[src/rtl/hazard_stall_unit_pkg.sv]
// Shared pipeline definitions for the hazard/stall controller: FSM encoding,
// default memory-wait timeout and a counter-width helper.
package hazard_stall_unit_pkg;

    typedef enum logic [0:0] {
        ST_RUN      = 1'b0,
        ST_MEM_WAIT = 1'b1
    } hz_state_e;

    localparam int DEF_TIMEOUT = 255;

    function automatic int cnt_width(input int max_val);
        return (max_val < 2) ? 1 : $clog2(max_val + 1);
    endfunction

endpackage

[src/rtl/hazard_stall_unit_if.sv]
// Pipeline <-> hazard unit signal bundle. The pipeline side is the master,
// the hazard unit is the slave.
interface hazard_stall_unit_if #(
    parameter int REG_W = 5,
    parameter int CNT_W = 16
);
    logic [REG_W-1:0] id_rs1;
    logic [REG_W-1:0] id_rs2;
    logic             id_uses_rs1;
    logic             id_uses_rs2;
    logic [REG_W-1:0] id_ex_rd;
    logic             id_ex_mem_read;
    logic             ex_branch_taken;
    logic             mem_req;
    logic             mem_ready;
    logic             pc_write;
    logic             if_id_hold;
    logic             id_ex_hold;
    logic             ex_mem_hold;
    logic             if_id_flush;
    logic             id_ex_flush;
    logic             mem_timeout;
    logic [CNT_W-1:0] stall_count;

    modport master (
        output id_rs1, id_rs2, id_uses_rs1, id_uses_rs2, id_ex_rd,
               id_ex_mem_read, ex_branch_taken, mem_req, mem_ready,
        input  pc_write, if_id_hold, id_ex_hold, ex_mem_hold,
               if_id_flush, id_ex_flush, mem_timeout, stall_count
    );

    modport slave (
        input  id_rs1, id_rs2, id_uses_rs1, id_uses_rs2, id_ex_rd,
               id_ex_mem_read, ex_branch_taken, mem_req, mem_ready,
        output pc_write, if_id_hold, id_ex_hold, ex_mem_hold,
               if_id_flush, id_ex_flush, mem_timeout, stall_count
    );
endinterface

[src/rtl/hazard_stall_unit_sat_counter.sv]
// Up-counter that sticks at all-ones instead of wrapping.
module sat_counter #(
    parameter int WIDTH = 16
) (
    input  logic             clk,
    input  logic             reset,
    input  logic             inc,
    input  logic             clear,
    output logic [WIDTH-1:0] count
);

    always_ff @(posedge clk or negedge reset) begin
        if (!reset)
            count <= '0;
        else if (clear)
            count <= '0;
        else if (inc && (count != '1))
            count <= count + WIDTH'(1);
    end

endmodule

[src/rtl/hazard_stall_unit.sv]
// Pipeline hazard controller: memory-wait stall, branch flush and load-use bubble.
//   state       | meaning
//   ST_RUN      | no outstanding memory access, pipeline flows
//   ST_MEM_WAIT | data access issued, waiting for mem_ready
module hazard_stall_unit
    import hazard_stall_unit_pkg::*;
#(
    parameter int REG_W   = 5,
    parameter int CNT_W   = 16,
    parameter int TIMEOUT = DEF_TIMEOUT
) (
    input logic           clk,
    input logic           reset,
    hazard_stall_unit_if.slave hz
);

    localparam int               WAIT_W = cnt_width(TIMEOUT);
    localparam logic [REG_W-1:0] REG_X0 = '0;

    hz_state_e         state_q, state_d;
    logic [WAIT_W-1:0] wait_cnt;
    logic              timeout_q;
    logic              timeout_hit;
    logic              mem_stall;
    logic              load_use;
    logic              pc_write, if_id_hold, id_ex_hold, ex_mem_hold;
    logic              if_id_flush, id_ex_flush;
    logic [CNT_W-1:0]  stall_count;

    // x0 is hardwired zero, so a load "into" it never creates a dependency
    assign load_use = hz.id_ex_mem_read && (hz.id_ex_rd != REG_X0) &&
                      ((hz.id_uses_rs1 && (hz.id_rs1 == hz.id_ex_rd)) ||
                       (hz.id_uses_rs2 && (hz.id_rs2 == hz.id_ex_rd)));

    always_comb begin
        state_d     = state_q;
        mem_stall   = 1'b0;
        pc_write    = 1'b0;
        if_id_hold  = 1'b0;
        id_ex_hold  = 1'b0;
        ex_mem_hold = 1'b0;
        if_id_flush = 1'b0;
        id_ex_flush = 1'b0;

        case (state_q)
            ST_RUN: begin
                if (hz.mem_req && !hz.mem_ready) begin
                    state_d   = ST_MEM_WAIT;
                    mem_stall = 1'b1;
                end
            end
            ST_MEM_WAIT: begin
                if (hz.mem_ready)
                    state_d = ST_RUN;
                else
                    mem_stall = 1'b1;
            end
            default: state_d = ST_RUN;
        endcase

        if (mem_stall) begin
            pc_write    = 1'b1;
            if_id_hold  = 1'b1;
            id_ex_hold  = 1'b1;
            ex_mem_hold = 1'b1;
        end else if (hz.ex_branch_taken) begin
            if_id_flush = 1'b1;
            id_ex_flush = 1'b1;
        end else if (load_use) begin
            pc_write    = 1'b1;
            if_id_hold  = 1'b1;
            id_ex_flush = 1'b1;
        end
    end

    assign timeout_hit = (state_q == ST_MEM_WAIT) && (wait_cnt == WAIT_W'(TIMEOUT));

    // wait_cnt parks at TIMEOUT so a very long wait cannot wrap it
    always_ff @(posedge clk or negedge reset) begin
        if (!reset) begin
            state_q   <= ST_RUN;
            wait_cnt  <= '0;
            timeout_q <= 1'b0;
        end else begin
            state_q <= state_d;
            if ((state_q == ST_RUN) && (state_d == ST_MEM_WAIT))
                wait_cnt <= '0;
            else if ((state_q == ST_MEM_WAIT) && (wait_cnt != WAIT_W'(TIMEOUT)))
                wait_cnt <= wait_cnt + WAIT_W'(1);
            if (timeout_hit)
                timeout_q <= 1'b1;
        end
    end

    sat_counter #(.WIDTH(CNT_W)) u_stall_cnt (
        .clk   (clk),
        .reset (reset),
        .inc   (pc_write),
        .clear (1'b0),
        .count (stall_count)
    );

    assign hz.pc_write    = pc_write;
    assign hz.if_id_hold  = if_id_hold;
    assign hz.id_ex_hold  = id_ex_hold;
    assign hz.ex_mem_hold = ex_mem_hold;
    assign hz.if_id_flush = if_id_flush;
    assign hz.id_ex_flush = id_ex_flush;
    assign hz.mem_timeout = timeout_q | timeout_hit;
    assign hz.stall_count = stall_count;

endmodule

[src/flat_wrapper.sv]
// flat-port wrapper written by rule: the top's interface ports become plain ports
module hazard_stall_unit_flat import hazard_stall_unit_pkg::*;
#(
    parameter int REG_W   = 5,
    parameter int CNT_W   = 16,
    parameter int TIMEOUT = DEF_TIMEOUT
)
  (clk, reset, hz_id_rs1, hz_id_rs2, hz_id_uses_rs1, hz_id_uses_rs2, hz_id_ex_rd, hz_id_ex_mem_read, hz_ex_branch_taken, hz_mem_req, hz_mem_ready, hz_pc_write, hz_if_id_hold, hz_id_ex_hold, hz_ex_mem_hold, hz_if_id_flush, hz_id_ex_flush, hz_mem_timeout, hz_stall_count);
  hazard_stall_unit_if #(.REG_W(REG_W), .CNT_W(CNT_W)) hz_i ();
  input logic clk;
  input logic reset;
  input wire logic [$bits(hz_i.id_rs1)-1:0] hz_id_rs1;
  input wire logic [$bits(hz_i.id_rs2)-1:0] hz_id_rs2;
  input wire logic [$bits(hz_i.id_uses_rs1)-1:0] hz_id_uses_rs1;
  input wire logic [$bits(hz_i.id_uses_rs2)-1:0] hz_id_uses_rs2;
  input wire logic [$bits(hz_i.id_ex_rd)-1:0] hz_id_ex_rd;
  input wire logic [$bits(hz_i.id_ex_mem_read)-1:0] hz_id_ex_mem_read;
  input wire logic [$bits(hz_i.ex_branch_taken)-1:0] hz_ex_branch_taken;
  input wire logic [$bits(hz_i.mem_req)-1:0] hz_mem_req;
  input wire logic [$bits(hz_i.mem_ready)-1:0] hz_mem_ready;
  output wire logic [$bits(hz_i.pc_write)-1:0] hz_pc_write;
  output wire logic [$bits(hz_i.if_id_hold)-1:0] hz_if_id_hold;
  output wire logic [$bits(hz_i.id_ex_hold)-1:0] hz_id_ex_hold;
  output wire logic [$bits(hz_i.ex_mem_hold)-1:0] hz_ex_mem_hold;
  output wire logic [$bits(hz_i.if_id_flush)-1:0] hz_if_id_flush;
  output wire logic [$bits(hz_i.id_ex_flush)-1:0] hz_id_ex_flush;
  output wire logic [$bits(hz_i.mem_timeout)-1:0] hz_mem_timeout;
  output wire logic [$bits(hz_i.stall_count)-1:0] hz_stall_count;
  assign hz_i.id_rs1 = hz_id_rs1;
  assign hz_i.id_rs2 = hz_id_rs2;
  assign hz_i.id_uses_rs1 = hz_id_uses_rs1;
  assign hz_i.id_uses_rs2 = hz_id_uses_rs2;
  assign hz_i.id_ex_rd = hz_id_ex_rd;
  assign hz_i.id_ex_mem_read = hz_id_ex_mem_read;
  assign hz_i.ex_branch_taken = hz_ex_branch_taken;
  assign hz_i.mem_req = hz_mem_req;
  assign hz_i.mem_ready = hz_mem_ready;
  assign hz_pc_write = hz_i.pc_write;
  assign hz_if_id_hold = hz_i.if_id_hold;
  assign hz_id_ex_hold = hz_i.id_ex_hold;
  assign hz_ex_mem_hold = hz_i.ex_mem_hold;
  assign hz_if_id_flush = hz_i.if_id_flush;
  assign hz_id_ex_flush = hz_i.id_ex_flush;
  assign hz_mem_timeout = hz_i.mem_timeout;
  assign hz_stall_count = hz_i.stall_count;
  hazard_stall_unit #(.REG_W(REG_W), .CNT_W(CNT_W), .TIMEOUT(TIMEOUT)) u_core (.clk(clk), .reset(reset), .hz(hz_i));
endmodule
[config.mk]
export PLATFORM = sky130hd
export DESIGN_NAME = hazard_stall_unit_flat
export DESIGN_NICKNAME = d
export VERILOG_FILES = /design/src/rtl/hazard_stall_unit_pkg.sv /design/src/rtl/hazard_stall_unit_if.sv /design/src/rtl/hazard_stall_unit_sat_counter.sv /design/src/rtl/hazard_stall_unit.sv /design/src/flat_wrapper.sv
export SDC_FILE = /design/constraint.sdc
export NUM_CORES = 1
export LEC_CHECK = 0
export ABC_AREA = 1
export BUFFER_PORTS_ARGS = -buffer_cell sky130_fd_sc_hd__buf_2
export CAP_MARGIN = 30
export CORE_MARGIN = 2
export CORE_UTILIZATION = 37
export CTS_BUF_LIST = sky130_fd_sc_hd__clkbuf_16
export DETAILED_ROUTE_END_ITERATION = 10
export PLACE_DENSITY_LB_ADDON = 0.3
export SLEW_MARGIN = 20
export SYNTH_ARGS = -nofsm -noshare
export SYNTH_HDL_FRONTEND = slang
export SYNTH_SLANG_ARGS = --single-unit
[constraint.sdc]
create_clock -name clk -period 1.4 [get_ports clk]
set_input_delay 0.14 -clock clk [delete_from_list [all_inputs] [get_ports clk]]
set_output_delay 0.14 -clock clk [all_outputs]
set_load 0.02 [all_outputs]
==> metrics.md, run 1 <==
| Metric | Value |
|---|---|
| First-pass GRT wire length | 7180 um |
| Setup violators final | 25 |
| Largest cells by area after synthesis | dfrtp_1, nand2_1, inv_1 |
| GRT Util Overall | 0.169 |
| Synth Register Bits | 26 |
| Leakage | 1.47 nW |
| R2R depth | 8 |
| Clock power frac | 0.260 |
| Sw Share | 0.346 |
| H-tree Lvls | 1 |
| Tmin final | 1.61 ns |
| Post-DRT Antenna Nets | 0 |
| Syn nets | around 280 |
| P_sw | roughly 0.87 mW |
| Post-layout worst setup margin | -0.209 ns |
| Die Wd | 73.2 um |
| Post-synth EDFFs | 0 |
| Most common cell in the netlist | nand2_1 |
| Nets | around 370 |
| CTS clk-pin slew, worst paths | around 0.060 ns |
| Syn avg cell area | 6.98 um2 |
| Final period util | 1.15 |
| Io pins | 46 |
| Number of global-route vias before repair | 1,701 |
| Critical Path AT | approximately 1.5 ns |
| TritonCTS buffer count | 3 |
| Area of the multi-input gates | around 0.0012 mm2 |
| Die ar. | approximately 0.0054 mm2 |
| Number of I/O port buffers | 45 |
| Setup Skew | 0.00478 ns |
| F_max | 0.621 GHz |
| Starting density of the core | 0.380 |
| ANT cells | 0 |
| Drt wl/cell | around 12 um |
| R2r endpoint | u_core.u_stall_cnt.count[9] |
| Share of cells above drive strength 1 | 0.468 |
| Setup crit start kind | register |
| Detailed placement HPWL | slightly above 3000 um |
| Post-Syn Area | ~0.0018 mm2 |
| Ys Warns | 0 |
| Area growth, synth to finish | 57.8% |
| PwrDens | 895 mW/mm2 |
| Row count | 25 |
| Async S/R FF share, synth | 1.00 |
| Reg area | 659 um2 |
| Main synth FF type | dfrtp_1 |
| Sequential share of power | 0.377 |
| Internal | about 1.6 mW |
| Initial antenna violation count | 0 |
| RSZ-0062 raised after global routing | true |
| Filler cells | a little under 400 |
| R2R setup slack | -0.14 ns |
| CP endpoint | hz_mem_timeout |
| Status | complete, but fails checks |
| Worst skew pair latency | between 0.2 and 0.3 ns |
| Clk buf depth | 2 |
| Detailed Route WL | slightly below 5000 um |
| Post-Route Utilization | 0.600 |
| Iteration-0 DRC Markers | slightly below 100 |
| Die Y | approximately 73 um |
| Worst min path class | in2reg |
| Post-synthesis sequential area ratio | 0.367 |
| Failing checks | negative setup slack |
| TritonCTS clock tree | done |
| Synth Instances | approximately 250 |
| Via density | around 4.8 |
| Max Transition Viols Final | 0 |
| Placed Cells | about 380 |
| Crit end category | output port |
| FF-to-FF Start | u_core.u_stall_cnt.count[1] |
| Root Driver | clkbuf_16 |
| Critical Path Source | u_core.wait_cnt[0] |
| Combinational share of power | 0.362 |
| Post-route insts no fill | 400 |
| Least-Margin Pin Slew | approximately 0.6 ns |
| Commonest cells in the netlist | nand2_1, inv_1, dfrtp_1 |
| Max-capacitance violation count | 0 |
| Clock net sink count | 26 |
| Synth unique cells | 23 |
| CP max FO | 2 |
| Synth top area share | 0.367 |
| Crit path kind | reg2out |
| Largest net degree at the start of global routing | 27 |
| Critical path data required time | 1.26 ns |
| DRT Pass-1 Iters | 4 |
| Hold Vio Cnt, Final | 0 |
| Cell taking the most area after synthesis | dfrtp_1 |
| VDD IR max | 590 uV |
| Vias | about 1,900 |
| GRT overflow | 0 |
| Core footprint | around 0.0047 mm2 |
| Max-Slew Margin vs Limit | 0.603 |
| GP Congestion | 0.818 |
| DRC violations left | 0 |
[area by class of cell]
class | instances | share of cell area
multi-input cells | 187 | 0.432
flip-flops and latches | 26 | 0.236
repair buffers | 93 | 0.229
inverters | 36 | 0.0501
clock buffers | 3 | 0.0268
well taps | 54 | 0.0242
clock inverters | 1 | 0.00134
[worst min path at each step]
stage	startpoint	cells after the start	end
after floorplan	reset	0	u_core.state_q
after global placement	reset	1	u_core.state_q
after detailed placement	reset	1	u_core.state_q
after CTS	hz_mem_ready	3	u_core.state_q
after global routing	hz_mem_ready	3	u_core.state_q
final	hz_mem_ready	3	u_core.state_q
[worst max-delay path, cell delays in order, from the launching register on]
cell and delay [ns]:
dfrtp_1 0.35, ha_2 0.20, inv_2 0.05, nor3_4 0.12, nand4_1 0.14, o21bai_1 0.18
buf_4 0.17
[placed cells by master (no fill, tap or decap), drive strengths merged]
cell | synthesis | final
clkbuf | 0 | 3
nand4 | 3 | 3
nand2 | 93 | 94
inv | 36 | 37
xor2 | 11 | 11
nor2 | 22 | 22
nor3 | 9 | 9
nand3 | 29 | 29
o21bai | 2 | 2
buf | 6 | 92
dlygate4sd3 | 0 | 1
dfrtp | 26 | 26
o211ai | 1 | 1
o21ai | 7 | 7
ha | 2 | 2
a21oi | 3 | 3
xnor2 | 4 | 4
[state kept, by name, indices dropped and copies added (netlist names)]
name / flops
u_core.timeout_q: 1
u_core.state_q: 1
u_core.u_stall_cnt.count: 16
u_core.wait_cnt: 8
[what timing repair did]
item | 4_1_cts | 5_1_grt
buffers inserted | 3 | 10
gates resized for setup | 24 | 40
setup endpoints to repair | 18 | 29
hold endpoints to repair | 26 | 0
pin swaps | 7 | 36
hold buffers | 1 | 0
gates cloned | 0 | 1
[stage by stage]
| stage | setup TNS [ns] | instance area (um2) | hold WS [ns] | worst slack, ns | total power [mW] |
|---|---|---|---|---|---|
| 5_1_grt | -4.11 | 2800 | 0.198 | -0.264 | 2.63 |
| 2_1_floorplan | -0.0443 | 1840 | -0.156 | -0.0122 | 1.36 |
| 6_report | -2.28 | 2800 | 0.187 | -0.209 | 2.50 |
| 4_1_cts | -0.408 | 2510 | 0.202 | -0.161 | 2.34 |
| 3_5_place_dp | -0.259 | 2320 | 0.182 | -0.106 | 1.64 |
| 3_3_place_gp | -0.0669 | 2320 | 0.181 | -0.0210 | 1.63 |
[cell families after synthesis]
logic type | Yosys count | synth area share
flops | 26 | 0.367
fa+ha+maj | 2 | 0.0141
buf+inv | 42 | 0.113
compound gates | 13 | 0.0409
xor+xnor | 15 | 0.0741
simple gates | 156 | 0.391
[power by group through the flow]
stage	sequential [mW]	combinational [mW]	clock, mW
4_1_cts	0.943	0.742	0.653
3_5_place_dp	0.956	0.686	0
6_report	0.944	0.907	0.651
3_3_place_gp	0.955	0.676	0
5_1_grt	0.955	0.995	0.680
2_1_floorplan	1.03	0.328	0
[metal layers]
| metal | GRT usage | share of wire | vias to the layer above |
|---|---|---|---|
| li1 | - | - | 978 |
| met1 | 0.216 | 0.44 | 885 |
| met2 | 0.288 | 0.51 | 49 |
| met3 | 0.0166 | 0.035 | 6 |
| met4 | 0.0741 | 0.013 | 0 |
| met5 | 0 | 0 | - |
(Power assumes the default switching activity.)
==> inputs of run 2 (changes only) <==
==> constraint.sdc (replaced) <==
create_clock -name clk -period 1.4 [get_ports clk]
set_input_delay 0 -clock clk [delete_from_list [all_inputs] [get_ports clk]]
set_output_delay 0 -clock clk [all_outputs]
set_load 0.02 [all_outputs]
==> run 2 against run 1 <==
Against the previous run: die area is the same; flip-flop and latch count is the same; the run still ends with negative setup slack left; via count fell by 1.9%; total power down 1.2%.
==> metrics.md, run 2 (synthesized netlist as in run 1, its figures left out) <==
| Metric | Value |
|---|---|
| Io pins | between 40 and 50 |
| Iteration-0 DRC Markers | between 90 and 100 |
| Drt wl/cell | roughly 12 um |
| R2r endpoint | u_core.wait_cnt[2] |
| Die Wd | around 73 um |
| Die ar. | 0.00536 mm2 |
| Starting density of the core | 0.380 |
| DRC violations left | 0 |
| Vias | ~1,900 |
| Max-capacitance violation count | 0 |
| Hold Crit Start | hz_mem_ready |
| Critical path data required time | roughly 1.4 ns |
| GP Congestion | about 0.80 |
| GRT Util Overall | 0.169 |
| Crit end category | output port |
| GRT overflow | 0 |
| Failing checks | negative setup slack |
| Status | complete, but fails checks |
| Hold path depth | 3 |
| Max Transition Viols Final | 0 |
| CTS clk-pin slew, worst paths | roughly 0.06 ns |
| Largest net degree at the start of global routing | 27 |
| Post-layout worst setup margin | -0.182 ns |
| Sequential share of power | 0.385 |
| F_max | between 0.6 and 0.7 GHz |
| Slowest CP cell | dfrtp_1 |
| Worst min path class | in2reg |
| Setup Skew | 0.00538 ns |
| P_sw | between 0.8 and 0.9 mW |
| DRT Pass-1 Iters | 4 |
| Row count | 25 |
| Leakage | roughly 1.5 nW |
| Hold EP | u_core.state_q |
| Number of global-route vias before repair | approximately 1,700 |
| Max FFs per register | 16 |
| Crit path kind | reg2out |
| Max-Slew Margin vs Limit | 0.598 |
| Total negative slack | -0.808 ns |
| Hold Vio Cnt, Final | 0 |
| RSZ-0062 raised after global routing | true |
| Post-DRT Antenna Nets | 0 |
| Least-Margin Pin Slew | roughly 0.60 ns |
| Tmin final | approximately 1.6 ns |
| Biggest regs | u_core.u_stall_cnt.count (16), u_core.wait_cnt (8) |
| Post-route insts no fill | roughly 400 |
| Core footprint | 0.00466 mm2 |
| Root Driver | clkbuf_16 |
| R2R setup slack | -0.09 ns |
| Setup violators final | 19 |
| Placed Cells | around 380 |
| FF-to-FF Start | u_core.wait_cnt[1] |
| Post-Route Utilization | 0.582 |
| Critical Path AT | approximately 1.6 ns |
| Largest reg by FF count | u_core.u_stall_cnt.count |
| Clk buf depth | 2 |
| Worst skew pair latency | 0.26 ns |
| Clock net sink count | 26 |
| Number of I/O port buffers | 45 |
| TritonCTS clock tree | done |
| Area growth, synth to finish | 53.0% |
| H-tree Lvls | 1 |
| Detailed placement HPWL | 3160 um |
| Sw Share | 0.343 |
| Via density | 4.71 |
| Most common cell after layout, fill and taps aside | nand2_1 |
| Detailed Route WL | roughly 4700 um |
| Die Y | 73.2 um |
| Critical Path Most Common Cell | buf_4 |
| First-pass GRT wire length | 7230 um |
| TritonCTS buffer count | 3 |
| Share of cells above drive strength 1 | 0.461 |
| Final period util | 1.13 |
| Worst path cell trace | ha_2, inv_2, nor3_4, nand4_1, buf_4, o21bai_1, buf_4 |
| Combinational share of power | 0.352 |
| Peak per-stage delay on the critical path | around 0.37 ns |
| Nets | 371 |
| Most frequent cells in the layout | nand2_1, buf_2, buf_4 |
| Initial antenna violation count | 0 |
| R2R depth | 9 |
| CP max FO | 2 |
| VDD IR max | 480 uV |
| Setup crit start kind | register |
| PwrDens | about 910 mW/mm2 |
| Internal | ~1.6 mW |
| Buffers & Inverters on Critical Path | 3 |
| ANT cells | 0 |
| Largest delay contributor family on the critical path | buffers and inverters |
| Clock power frac | 0.263 |
run 2: cell count changes in the layout (fill, tap and decap cells not counted), sizes merged:
cell | before | now
buf | 92 | 91
run 2: area by class of cell:
cell class                 instances  area, um2
fill                             416       1950
tap                               54       67.6
clock inverter                     1       3.75
inverter                          36        138
timing repair buffer              92        622
multi-input combinational        187       1150
clock buffer                       3       75.1
sequential                        26        659
run 2: repair_timing:
action,4_1_cts,5_1_grt
gates cloned,0,1
hold buffers,1,0
setup endpoints to repair,18,27
pin swaps,7,21
gates resized for setup,8,47
buffers inserted,6,9
endpoints found under the hold margin,26,0
run 2: worst min-delay path: stages:
cell	delay (ns)
buf_2	0.08
nor2_2	0.04
buf_4	0.14
run 2: worst max-delay path by stage:
stage	cells past startpoint	endpoint	startpoint	slack [ns]
finish	7	hz_mem_timeout	u_core.wait_cnt[1]	-0.18
global route	7	hz_mem_timeout	u_core.wait_cnt[1]	-0.29
CTS	7	hz_mem_timeout	u_core.wait_cnt[0]	-0.18
detailed placement	8	u_core.wait_cnt[6]	u_core.wait_cnt[0]	-0.08
global placement	8	u_core.wait_cnt[6]	u_core.wait_cnt[0]	-0.08
floorplan	8	u_core.u_stall_cnt.count[12]	u_core.u_stall_cnt.count[0]	-0.01
run 2: power groups by stage:
| stage | combinational (mW) | sequential, mW | clock, mW |
|---|---|---|---|
| 2_1_floorplan | 0.326 | 1.03 | 0 |
| 3_3_place_gp | 0.737 | 0.951 | 0 |
| 3_5_place_dp | 0.739 | 0.957 | 0 |
| 4_1_cts | 0.773 | 0.944 | 0.662 |
| 5_1_grt | 0.951 | 0.964 | 0.703 |
| 6_report | 0.871 | 0.953 | 0.651 |
run 2: metrics by stage:
step           area (um2)  setup WS [ns]  hold WS [ns]  total power, mW
2_1_floorplan        1840        -0.0122        -0.296             1.36
3_3_place_gp         2300        -0.0826        0.0488             1.69
3_5_place_dp         2300        -0.0753        0.0498             1.70
4_1_cts              2460         -0.179        0.0438             2.38
5_1_grt              2710         -0.288        0.0573             2.62
6_report             2710         -0.182        0.0448             2.47
run 2: routing by layer:
layer  vias up  global-route usage  share of wire  routed length, um
met5         -                   0              0                  0
met4         0              0.0638          0.019                 88
met3         7              0.0152          0.041                191
met2        46               0.276           0.47               2200
met1       857               0.232           0.47               2170
li1        971                   -              -                  -
